<file path="config.mk">
export PLATFORM = sky130hd
export DESIGN_NAME = remote_calc_flat
export DESIGN_NICKNAME = d
export VERILOG_FILES = /design/src/rtl/remote_calc_if.sv /design/src/rtl/remote_calc.sv /design/src/flat_wrapper.sv
export SDC_FILE = /design/constraint.sdc
export NUM_CORES = 1
export LEC_CHECK = 0
export CORE_MARGIN = 3
export CORE_UTILIZATION = 50
export DETAILED_ROUTE_END_ITERATION = 6
export PLACE_DENSITY = 0.73
export SYNTH_ARGS = -nofsm -noshare
export SYNTH_HDL_FRONTEND = slang
export SYNTH_SLANG_ARGS = --single-unit
</file>
<file path="constraint.sdc">
create_clock -name clk -period 4.7 [get_ports clk]
set_input_delay 0.705 -clock clk [delete_from_list [all_inputs] [get_ports clk]]
set_output_delay 0.705 -clock clk [all_outputs]
set_load 0.01 [all_outputs]
</file>
<file path="src/rtl/remote_calc_if.sv">
// remote_calc_if: key strobe from the IR receiver in, display digits and status out
interface remote_calc_if;
  logic       cmd_valid;
  logic [7:0] cmd;
  logic       power_on;
  logic       busy;
  logic [3:0] a_tens;
  logic [3:0] a_units;
  logic       a_neg;
  logic [3:0] b_tens;
  logic [3:0] b_units;
  logic       b_neg;
  logic       op_sub;
  logic       ovf;
  modport master (
    output cmd_valid, cmd,
    input  power_on, busy, a_tens, a_units, a_neg, b_tens, b_units, b_neg, op_sub, ovf
  );
  modport slave (
    input  cmd_valid, cmd,
    output power_on, busy, a_tens, a_units, a_neg, b_tens, b_units, b_neg, op_sub, ovf
  );
endinterface

</file>
<file path="src/rtl/remote_calc.sv">
// remote_calc: two-operand signed calculator driven by decoded IR key bytes, BCD display outputs
module remote_calc #(
  parameter logic [7:0] KEY_POWER = 8'h12,
  parameter logic [7:0] KEY_CLR_A = 8'h0F,
  parameter logic [7:0] KEY_CLR_B = 8'h13,
  parameter logic [7:0] KEY_CLR   = 8'h10,
  parameter logic [7:0] KEY_ADD   = 8'h1A,
  parameter logic [7:0] KEY_SUB   = 8'h1E,
  parameter logic [7:0] KEY_NEG   = 8'h0C
) (
  input logic         clk,
  input logic         rst_n,
  remote_calc_if.slave bus
);
  typedef enum logic [2:0] {OFF, ENTER_A, ENTER_B, CALC, CONV} state_t;
  state_t     state_q;
  logic       power_q, busy_q, a_neg_q, b_neg_q, op_sub_q, calc_sub_q, ovf_q, res_neg_q;
  logic [7:0] a_q, b_q, bcd_q;
  logic [6:0] bin_q;
  logic [2:0] cnt_q;
  logic [6:0] a_mag, b_mag, mag;
  logic [8:0] sa, sb, r, r_mag;
  logic       sat, power_key, entering, in_a, is_digit;
  logic [3:0] d, adj_u, adj_t;
  logic [7:0] bcd_n;
  // Operand values, signed result with saturation, and one shift-add-3 step
  always_comb begin
    power_key = bus.cmd_valid && bus.cmd == KEY_POWER;
    entering  = state_q == ENTER_A || state_q == ENTER_B;
    in_a      = state_q == ENTER_A;
    is_digit  = bus.cmd < 8'd10;
    d         = bus.cmd[3:0];
    a_mag     = 7'(a_q[7:4]) * 7'd10 + 7'(a_q[3:0]);
    b_mag     = 7'(b_q[7:4]) * 7'd10 + 7'(b_q[3:0]);
    sa        = a_neg_q ? -{2'b00, a_mag} : {2'b00, a_mag};
    sb        = b_neg_q ? -{2'b00, b_mag} : {2'b00, b_mag};
    r         = calc_sub_q ? sa - sb : sa + sb;
    r_mag     = r[8] ? -r : r;
    sat       = r_mag > 9'd99;
    mag       = sat ? 7'd99 : r_mag[6:0];
    adj_u     = bcd_q[3:0] >= 4'd5 ? bcd_q[3:0] + 4'd3 : bcd_q[3:0];
    adj_t     = bcd_q[7:4] >= 4'd5 ? bcd_q[7:4] + 4'd3 : bcd_q[7:4];
    bcd_n     = 8'({adj_t, adj_u, bin_q[6]});
  end
  // Calculator FSM: power toggle, operand entry, clears, one-cycle calc then 7-step BCD conversion
  always_ff @(posedge clk or negedge rst_n)
    if (!rst_n) begin
      state_q    <= OFF;
      power_q    <= 1'b0;
      busy_q     <= 1'b0;
      a_q        <= 8'hFF;
      b_q        <= 8'hFF;
      a_neg_q    <= 1'b0;
      b_neg_q    <= 1'b0;
      op_sub_q   <= 1'b0;
      calc_sub_q <= 1'b0;
      ovf_q      <= 1'b0;
      res_neg_q  <= 1'b0;
      bin_q      <= '0;
      bcd_q      <= '0;
      cnt_q      <= '0;
    end else if (power_key) begin
      state_q  <= state_q == OFF ? ENTER_A : OFF;
      power_q  <= state_q == OFF;
      busy_q   <= 1'b0;
      a_q      <= state_q == OFF ? 8'h00 : 8'hFF;
      b_q      <= state_q == OFF ? 8'h00 : 8'hFF;
      a_neg_q  <= 1'b0;
      b_neg_q  <= 1'b0;
      op_sub_q <= 1'b0;
      ovf_q    <= 1'b0;
    end else if (bus.cmd_valid && entering) begin
      if (is_digit) begin
        if (in_a) begin
          a_q     <= {a_q[3:0], d};
          a_neg_q <= a_neg_q && {a_q[3:0], d} != 8'h00;
        end else begin
          b_q     <= {b_q[3:0], d};
          b_neg_q <= b_neg_q && {b_q[3:0], d} != 8'h00;
        end
      end else if (bus.cmd == KEY_NEG) begin
        if (in_a) a_neg_q <= !a_neg_q && a_q != 8'h00;
        else      b_neg_q <= !b_neg_q && b_q != 8'h00;
      end else if (bus.cmd == KEY_ADD || bus.cmd == KEY_SUB) begin
        op_sub_q <= bus.cmd == KEY_SUB;
        if (in_a) begin
          state_q <= ENTER_B;
          b_q     <= 8'h00;
          b_neg_q <= 1'b0;
        end else begin
          calc_sub_q <= op_sub_q;
          state_q    <= CALC;
          busy_q     <= 1'b1;
        end
      end else if (bus.cmd == KEY_CLR_A) begin
        a_q     <= 8'h00;
        a_neg_q <= 1'b0;
        ovf_q   <= 1'b0;
      end else if (bus.cmd == KEY_CLR_B) begin
        b_q     <= 8'h00;
        b_neg_q <= 1'b0;
      end else if (bus.cmd == KEY_CLR) begin
        state_q  <= ENTER_A;
        a_q      <= 8'h00;
        b_q      <= 8'h00;
        a_neg_q  <= 1'b0;
        b_neg_q  <= 1'b0;
        op_sub_q <= 1'b0;
        ovf_q    <= 1'b0;
      end
    end else if (state_q == CALC) begin
      bin_q     <= mag;
      res_neg_q <= r[8];
      ovf_q     <= ovf_q | sat;
      bcd_q     <= '0;
      cnt_q     <= '0;
      state_q   <= CONV;
    end else if (state_q == CONV) begin
      bcd_q <= bcd_n;
      bin_q <= {bin_q[5:0], 1'b0};
      cnt_q <= cnt_q + 3'd1;
      if (cnt_q == 3'd6) begin
        a_q     <= bcd_n;
        a_neg_q <= res_neg_q;
        b_q     <= 8'h00;
        b_neg_q <= 1'b0;
        busy_q  <= 1'b0;
        state_q <= ENTER_B;
      end
    end
  assign bus.power_on = power_q;
  assign bus.busy     = busy_q;
  assign bus.a_tens   = a_q[7:4];
  assign bus.a_units  = a_q[3:0];
  assign bus.a_neg    = a_neg_q;
  assign bus.b_tens   = b_q[7:4];
  assign bus.b_units  = b_q[3:0];
  assign bus.b_neg    = b_neg_q;
  assign bus.op_sub   = op_sub_q;
  assign bus.ovf      = ovf_q;
endmodule

</file>
<file path="src/flat_wrapper.sv">
// flat-port wrapper written by rule: the top's interface ports become plain ports
module remote_calc_flat 
#(
  parameter logic [7:0] KEY_POWER = 8'h12,
  parameter logic [7:0] KEY_CLR_A = 8'h0F,
  parameter logic [7:0] KEY_CLR_B = 8'h13,
  parameter logic [7:0] KEY_CLR   = 8'h10,
  parameter logic [7:0] KEY_ADD   = 8'h1A,
  parameter logic [7:0] KEY_SUB   = 8'h1E,
  parameter logic [7:0] KEY_NEG   = 8'h0C
)
  (clk, rst_n, bus_cmd_valid, bus_cmd, bus_power_on, bus_busy, bus_a_tens, bus_a_units, bus_a_neg, bus_b_tens, bus_b_units, bus_b_neg, bus_op_sub, bus_ovf);
  remote_calc_if bus_i ();
  input logic clk;
  input logic rst_n;
  input wire logic [$bits(bus_i.cmd_valid)-1:0] bus_cmd_valid;
  input wire logic [$bits(bus_i.cmd)-1:0] bus_cmd;
  output wire logic [$bits(bus_i.power_on)-1:0] bus_power_on;
  output wire logic [$bits(bus_i.busy)-1:0] bus_busy;
  output wire logic [$bits(bus_i.a_tens)-1:0] bus_a_tens;
  output wire logic [$bits(bus_i.a_units)-1:0] bus_a_units;
  output wire logic [$bits(bus_i.a_neg)-1:0] bus_a_neg;
  output wire logic [$bits(bus_i.b_tens)-1:0] bus_b_tens;
  output wire logic [$bits(bus_i.b_units)-1:0] bus_b_units;
  output wire logic [$bits(bus_i.b_neg)-1:0] bus_b_neg;
  output wire logic [$bits(bus_i.op_sub)-1:0] bus_op_sub;
  output wire logic [$bits(bus_i.ovf)-1:0] bus_ovf;
  assign bus_i.cmd_valid = bus_cmd_valid;
  assign bus_i.cmd = bus_cmd;
  assign bus_power_on = bus_i.power_on;
  assign bus_busy = bus_i.busy;
  assign bus_a_tens = bus_i.a_tens;
  assign bus_a_units = bus_i.a_units;
  assign bus_a_neg = bus_i.a_neg;
  assign bus_b_tens = bus_i.b_tens;
  assign bus_b_units = bus_i.b_units;
  assign bus_b_neg = bus_i.b_neg;
  assign bus_op_sub = bus_i.op_sub;
  assign bus_ovf = bus_i.ovf;
  remote_calc #(.KEY_POWER(KEY_POWER), .KEY_CLR_A(KEY_CLR_A), .KEY_CLR_B(KEY_CLR_B), .KEY_CLR(KEY_CLR), .KEY_ADD(KEY_ADD), .KEY_SUB(KEY_SUB), .KEY_NEG(KEY_NEG)) u_core (.clk(clk), .rst_n(rst_n), .bus(bus_i));
endmodule
</file>
==> reports/results.txt, run 1 <==
Status = finished with violations
Failing checks = negative setup slack
Drt wl/cell = 16.6 microns
# diodes = 0
Residual DRC = 0
Filler-free cell count of the finished design = 690
Library cells used by synthesis = 77
Worst Reg2Reg Path Length in Cells = 18
Io pins = 33
CTS tree = done
WHS Path Cells = 2
Max Fclk = 206 MHz
Most common cell in the netlist = nand2_1
Cells after Synth = 515
Static Leak = 2.16 nW
Post-synth ARST share = 1.00
Dpl ws = -0.130 ns
Vias in the first global route = 4099
Clock-pin slew on the worst setup and hold paths = 0.09 ns
Gr usage total = 0.238
Num CTS Buffers = 5
Share of post-route cells with drive strength above 1 = 0.227
DP Cell Count = 674
Gpl congestion = 0.898
Die ar. = 9700 sq um
Area contributors post-synth = dfrtp_1, dfstp_2, ha_1, o21ai_0, nand2_1
Total core area = 8260 sq um
Final core utilization = 0.641
DRT Wirelength = 11500 microns
# setup viols final = 8
Yosys Warn Count = 0
Final setup margin = -0.152 ns
Vias/cell = 6.07
I/O Buffers = 32
Synth cell count leaders = nand2_1, o21ai_0, nor2_1
Initial DRC Count = 167
Synthesis-to-finish area growth = 23.7%
Antenna violations before repair = 0
R2r setup slk = -0.15 ns
Peak VDD IR = 0.396 mV
Hold EP = u_core.bin_q[1]$_DFFE_PN0P_
Routed Antenna Nets = 0
Clk buf depth = 2
GR Overflow Total = 0
Share of the synthesized area in the top cell type = 0.170
Number of max-cap violations = 0
Largest net degree at the start of global routing = 46
Worst r2r src = u_core.b_q[4]$_DFFE_PN1P_
Worst Skew = 0.00596 ns
First-pass iteration count of the detailed router = 5
Area of the mapped netlist = 4280 sq um
H-tree levels = 2
Die Height = 98.5 microns
Root Driver = clkbuf_8
Final Instance Area = 5290 sq um
Critical path origin = u_core.b_q[4]$_DFFE_PN1P_
Worst-Margin Slew = 1.01 ns
Latest clock arrival within the worst-skew pair = 0.30 ns
Power Density = 785 nW/um^2
Via count = 4190
Initial Utilization = 0.518
Seq cells post-synth = 45
CP Capture Type = flip-flop
WP data required = 4.89 ns
Tcrit/Tclk final = 1.03
RSZ-0062 raised after global routing = true
Global-route wire length before repair = 19200 microns
DP Area = 4990 sq um
Startpoint Class = flip-flop
Row count = 33
CP Max Fanout = 8
DIE WIDTH = 98.5 microns
Post-synth EDFFs = 0
Largest area contributor in the netlist = dfrtp_1
Sequential area share after synthesis = 0.268
Hold Path Origin = u_core.bin_q[1]$_DFFE_PN0P_
Mapped Nets = 561
Syn Area/Cell = 8.30 sq um
Predominant post-synthesis flop cell = dfrtp_1
Min-Delay Path Class = flip-flop to flip-flop
Arrival @ worst endpoint = 5.04 ns
Slew HR = 0.320
NumNets Final = 630
Tmin final = 4.85 ns
Fin. Hold Viols = 0
CP Class = flip-flop to flip-flop
DP HPWL = 8760 microns
Fin. max-slew vios = 0
Hold WS = 0.490 ns
Reg2reg end = u_core.bin_q[6]$_DFFE_PN0P_
CTS sink cnt = 45
## state kept, by name, summed over array words and instances (netlist names)
| signal | flops |
|---|---|
| u_core.bus.b_neg | 1 |
| u_core.b_q | 8 |
| u_core.bus.a_neg | 1 |
| u_core.state_q | 3 |
| u_core.calc_sub_q | 1 |
| u_core.cnt_q | 3 |
| u_core.bus.busy | 1 |
| u_core.bus.power_on | 1 |
| u_core.bus.op_sub | 1 |
| u_core.bus.ovf | 1 |
| u_core.a_q | 8 |
| u_core.res_neg_q | 1 |
| u_core.bcd_q | 8 |
| u_core.bin_q | 7 |
## through the flow
stage / total power, W / setup TNS, ns
global route: 0.00451 / -1.98
CTS: 0.00391 / -0.247
global placement: 0.00344 / -0.0140
detailed placement: 0.00350 / -0.681
finish: 0.00415 / -0.717
floorplan: 0.00261 / -0.0698
## cells by family after synthesis
family,count (synthesis),synth area share
flip-flops,45,0.268
multiplexers,9,0.0234
AND/OR/NAND/NOR,187,0.214
XOR/XNOR,34,0.0854
buffers and inverters,40,0.0418
AO/OA/AOI/OAI,165,0.257
adder cells (fa/ha/maj),35,0.111
## report_power, final
group          total (W)  switching [W]  leakage [nW]  internal [W]
logic            0.00327        0.00175          1.56       0.00153
registers       0.000625       0.000120         0.552      0.000505
clock network   0.000256       0.000136        0.0512      0.000119
total            0.00415        0.00200          2.16       0.00215
## worst max-delay path by stage
stage	to	cells past startpoint
2_1_floorplan	u_core.bin_q[1]$_DFFE_PN0P_	20
3_3_place_gp	u_core.bus.ovf$_DFFE_PN0P_	19
3_5_place_dp	u_core.bus.ovf$_DFFE_PN0P_	18
4_1_cts	u_core.bin_q[5]$_DFFE_PN0P_	18
5_1_grt	u_core.bin_q[6]$_DFFE_PN0P_	18
6_report	u_core.bin_q[6]$_DFFE_PN0P_	18
## layer usage
metal | share of wire | GRT usage
met2 | 0.50 | 0.407
met4 | 0.026 | 0.0809
met5 | 0 | 0
met3 | 0.041 | 0.0297
met1 | 0.43 | 0.311
## final cells by class
class	instances	area, sq um
clock buffer	6	82.6
clock inverter	2	13.8
fill	712	2970
inverter	20	75.1
multi-input combinational	430	3130
sequential	45	1150
tap	105	131
timing repair buffer	82	707
## critical path, stage by stage (launching register included)
cell and delay (ns):
dfstp_2 0.57, ha_4 0.14, inv_2 0.03, fa_2 0.53, or3b_4 0.41, o41a_1 0.43
a21oi_2 0.22, nor2b_4 0.06, xor2_1 0.17, ha_1 0.31, or3_4 0.35, o32ai_4 0.14
nor2_2 0.06, or4_4 0.51, nand3_1 0.10, nand4b_1 0.16, o21ai_4 0.15, nand4b_1 0.14
a22o_1 0.23
## cells in the final DEF, fill, tap and decap left out, types with 6 or more instances in the layout
master,netlist,routed
nor3_1,15,12
o21ai_1,6,6
nand3_1,12,11
dfstp_2,16,16
nor2_1,43,42
clkbuf_8,0,6
o21ai_0,51,50
nor2b_1,9,8
ha_1,30,24
clkdlybuf4s50_1,0,31
nand2_1,62,62
nor4_1,7,7
xnor2_1,20,20
dfrtp_1,29,29
buf_4,1,48
a21oi_2,1,7
inv_1,20,18
a21oi_1,36,30
xor2_1,9,9
nand4_1,6,6
## timing repair
item	in CTS	in global routing
gates resized for setup	9	21
buffers inserted	8	1
cloned	0	0
endpoints found under the setup margin	8	8
hold buffers	0	0
pin swaps	8	29
(Power assumes the default switching activity.)
==> run 2, diff against run 1 <==
Settings changed: PLACE_DENSITY 0.73 to 0.8.
==> run 2 against run 1 <==
Final area down 0.50%. Largest power group unchanged. Maximum frequency down 0.87%. Critical path type unchanged. Via count up 0.95%. Clock skew up 0.0070 ns. Critical endpoint is now u_core.bin_q[5]$_DFFE_PN0P_. Cell count down 0.14%. The run still ends with negative setup slack left.
==> reports/results.txt, run 2 (synthesis gave the netlist of run 1 again) <==
Global-route wire length before repair = 19500 microns
Via count = 4230
Number of max-cap violations = 0
NumNets Final = 629
DP HPWL = 8860 microns
Fin. max-slew vios = 0
Hold EP = u_core.bin_q[1]$_DFFE_PN0P_
Final core utilization = 0.637
Failing checks = negative setup slack
Vias in the first global route = 4125
Antenna violations before repair = 0
Most common cell after layout, fill and taps aside = nand2_1
Commonest cells after routing, fill and taps aside = nand2_1, o21ai_0, buf_4
DP Area = 4980 sq um
Final setup margin = -0.195 ns
Initial Utilization = 0.518
Multi-input gate area = 3120 sq um
CP Class = flip-flop to flip-flop
Residual DRC = 0
FILL cells = 679
Peak VDD IR = 0.437 mV
Reg2reg end = u_core.bin_q[5]$_DFFE_PN0P_
Largest registers = u_core.a_q: 8 flops, u_core.b_q: 8 flops, u_core.bcd_q: 8 flops
Row count = 33
Min-Delay Path Class = flip-flop to flip-flop
# setup viols final = 8
Dpl ws = -0.191 ns
Clock-pin slew on the worst setup and hold paths = 0.09 ns
Slew HR = 0.330
Met3 WL post-DR = 598 microns
Register area = 1150 sq um
Total core area = 8260 sq um
Fin. Hold Viols = 0
Tmin final = 4.89 ns
Worst r2r src = u_core.b_q[4]$_DFFE_PN1P_
Gr usage total = 0.239
Startpoint Class = flip-flop
Synthesis-to-finish area growth = 23.1%
CTS tree = done
M1 wire length = 4980 microns
Share of post-route cells with drive strength above 1 = 0.217
Final Instance Area = 5260 sq um
Num CTS Buffers = 5
Routed Antenna Nets = 0
Drt wl/cell = 16.8 microns
# diodes = 0
First-pass iteration count of the detailed router = 5
Status = finished with violations
R2r setup slk = -0.19 ns
Largest net degree at the start of global routing = 46
DIE WIDTH = 98.5 microns
Root Driver = clkbuf_8
Worst Skew = 0.0129 ns
WP data required = 4.89 ns
Initial DRC Count = 349
I/O Buffers = 32
Worst-Margin Slew = 1.00 ns
Vias/cell = 6.14
CTS sink cnt = 45
Tcrit/Tclk final = 1.04
CP Max Fanout = 8
Power Density = 778 nW/um^2
DRT Wirelength = 11600 microns
Max Fclk = 204 MHz
Die ar. = 9700 sq um
GR Overflow Total = 0
Latest clock arrival within the worst-skew pair = 0.30 ns
CP Capture Type = flip-flop
Met2 routed WL = 5900 microns
Io pins = 33
RSZ-0062 raised after global routing = true
Hold Path Origin = u_core.bin_q[1]$_DFFE_PN0P_
Static Leak = 2.15 nW
Clk buf depth = 2
Arrival @ worst endpoint = 5.08 ns
Top sig layer = met4
WHS Path Cells = 2
Die Height = 98.5 microns
Worst Reg2Reg Path Length in Cells = 18
Critical path origin = u_core.b_q[4]$_DFFE_PN1P_
Gpl congestion = 0.893
H-tree levels = 2
-- run 2: cell type report --
type,instances,area share
multi-input cells,430,0.593
flip-flops and latches,45,0.218
repair buffers,81,0.130
well taps,105,0.0250
clock buffers,7,0.0183
inverters,20,0.0143
clock inverters,1,0.00166
-- run 2: what timing repair did --
action	4_1_cts	5_1_grt
pin swaps	18	20
hold buffers	0	0
endpoints found under the setup margin	8	8
setup buffers	4	3
gates resized for setup	14	13
-- run 2: power breakdown --
part	internal (W)	switching, W	total [W]
combinational	0.00144	0.00175	0.00318
sequential	0.000505	0.000124	0.000630
clock	0.000136	0.000143	0.000279
total	0.00208	0.00201	0.00409
-- run 2: layer usage --
| layer | vias to the layer above | global-route usage |
|---|---|---|
| li1 | 2017 | - |
| met1 | 2036 | 0.312 |
| met2 | 155 | 0.424 |
| met3 | 22 | 0.0340 |
| met4 | 0 | 0.0483 |
| met5 | - | 0 |
-- run 2: critical path: stages, from the launching register on --
cell,delay [ns]
dfstp_2,0.59
ha_4,0.14
inv_2,0.03
fa_2,0.52
or3b_4,0.41
o41a_1,0.37
a21oi_2,0.21
nor2b_4,0.06
xor2_1,0.16
ha_1,0.31
or3_4,0.40
o32ai_4,0.14
nor2_2,0.08
or4_4,0.54
nand4_1,0.11
nand4b_1,0.17
o21ai_4,0.15
nand4b_1,0.15
a22o_1,0.22
-- run 2: how the worst max path moves through the flow --
stage | to | slack, ns | cells after the start
5_1_grt | u_core.bin_q[5]$_DFFE_PN0P_ | -0.30 | 18
2_1_floorplan | u_core.bin_q[1]$_DFFE_PN0P_ | -0.03 | 20
6_report | u_core.bin_q[5]$_DFFE_PN0P_ | -0.19 | 18
3_3_place_gp | u_core.bin_q[1]$_DFFE_PN0P_ | -0.02 | 20
3_5_place_dp | u_core.bus.ovf$_DFFE_PN0P_ | -0.19 | 19
4_1_cts | u_core.bin_q[3]$_DFFE_PN0P_ | -0.1 | 20
-- run 2: stage by stage --
step                      TNS [ns]  cells  hold WS, ns  power [W]
final                        -1.08    689        0.492    0.00409
after global routing         -2.16    689        0.534    0.00441
after CTS                   -0.442    686        0.491    0.00388
after detailed placement     -1.24    674        0.471    0.00347
after global placement     -0.0291    674        0.466    0.00336
after floorplan            -0.0698    515        0.409    0.00261
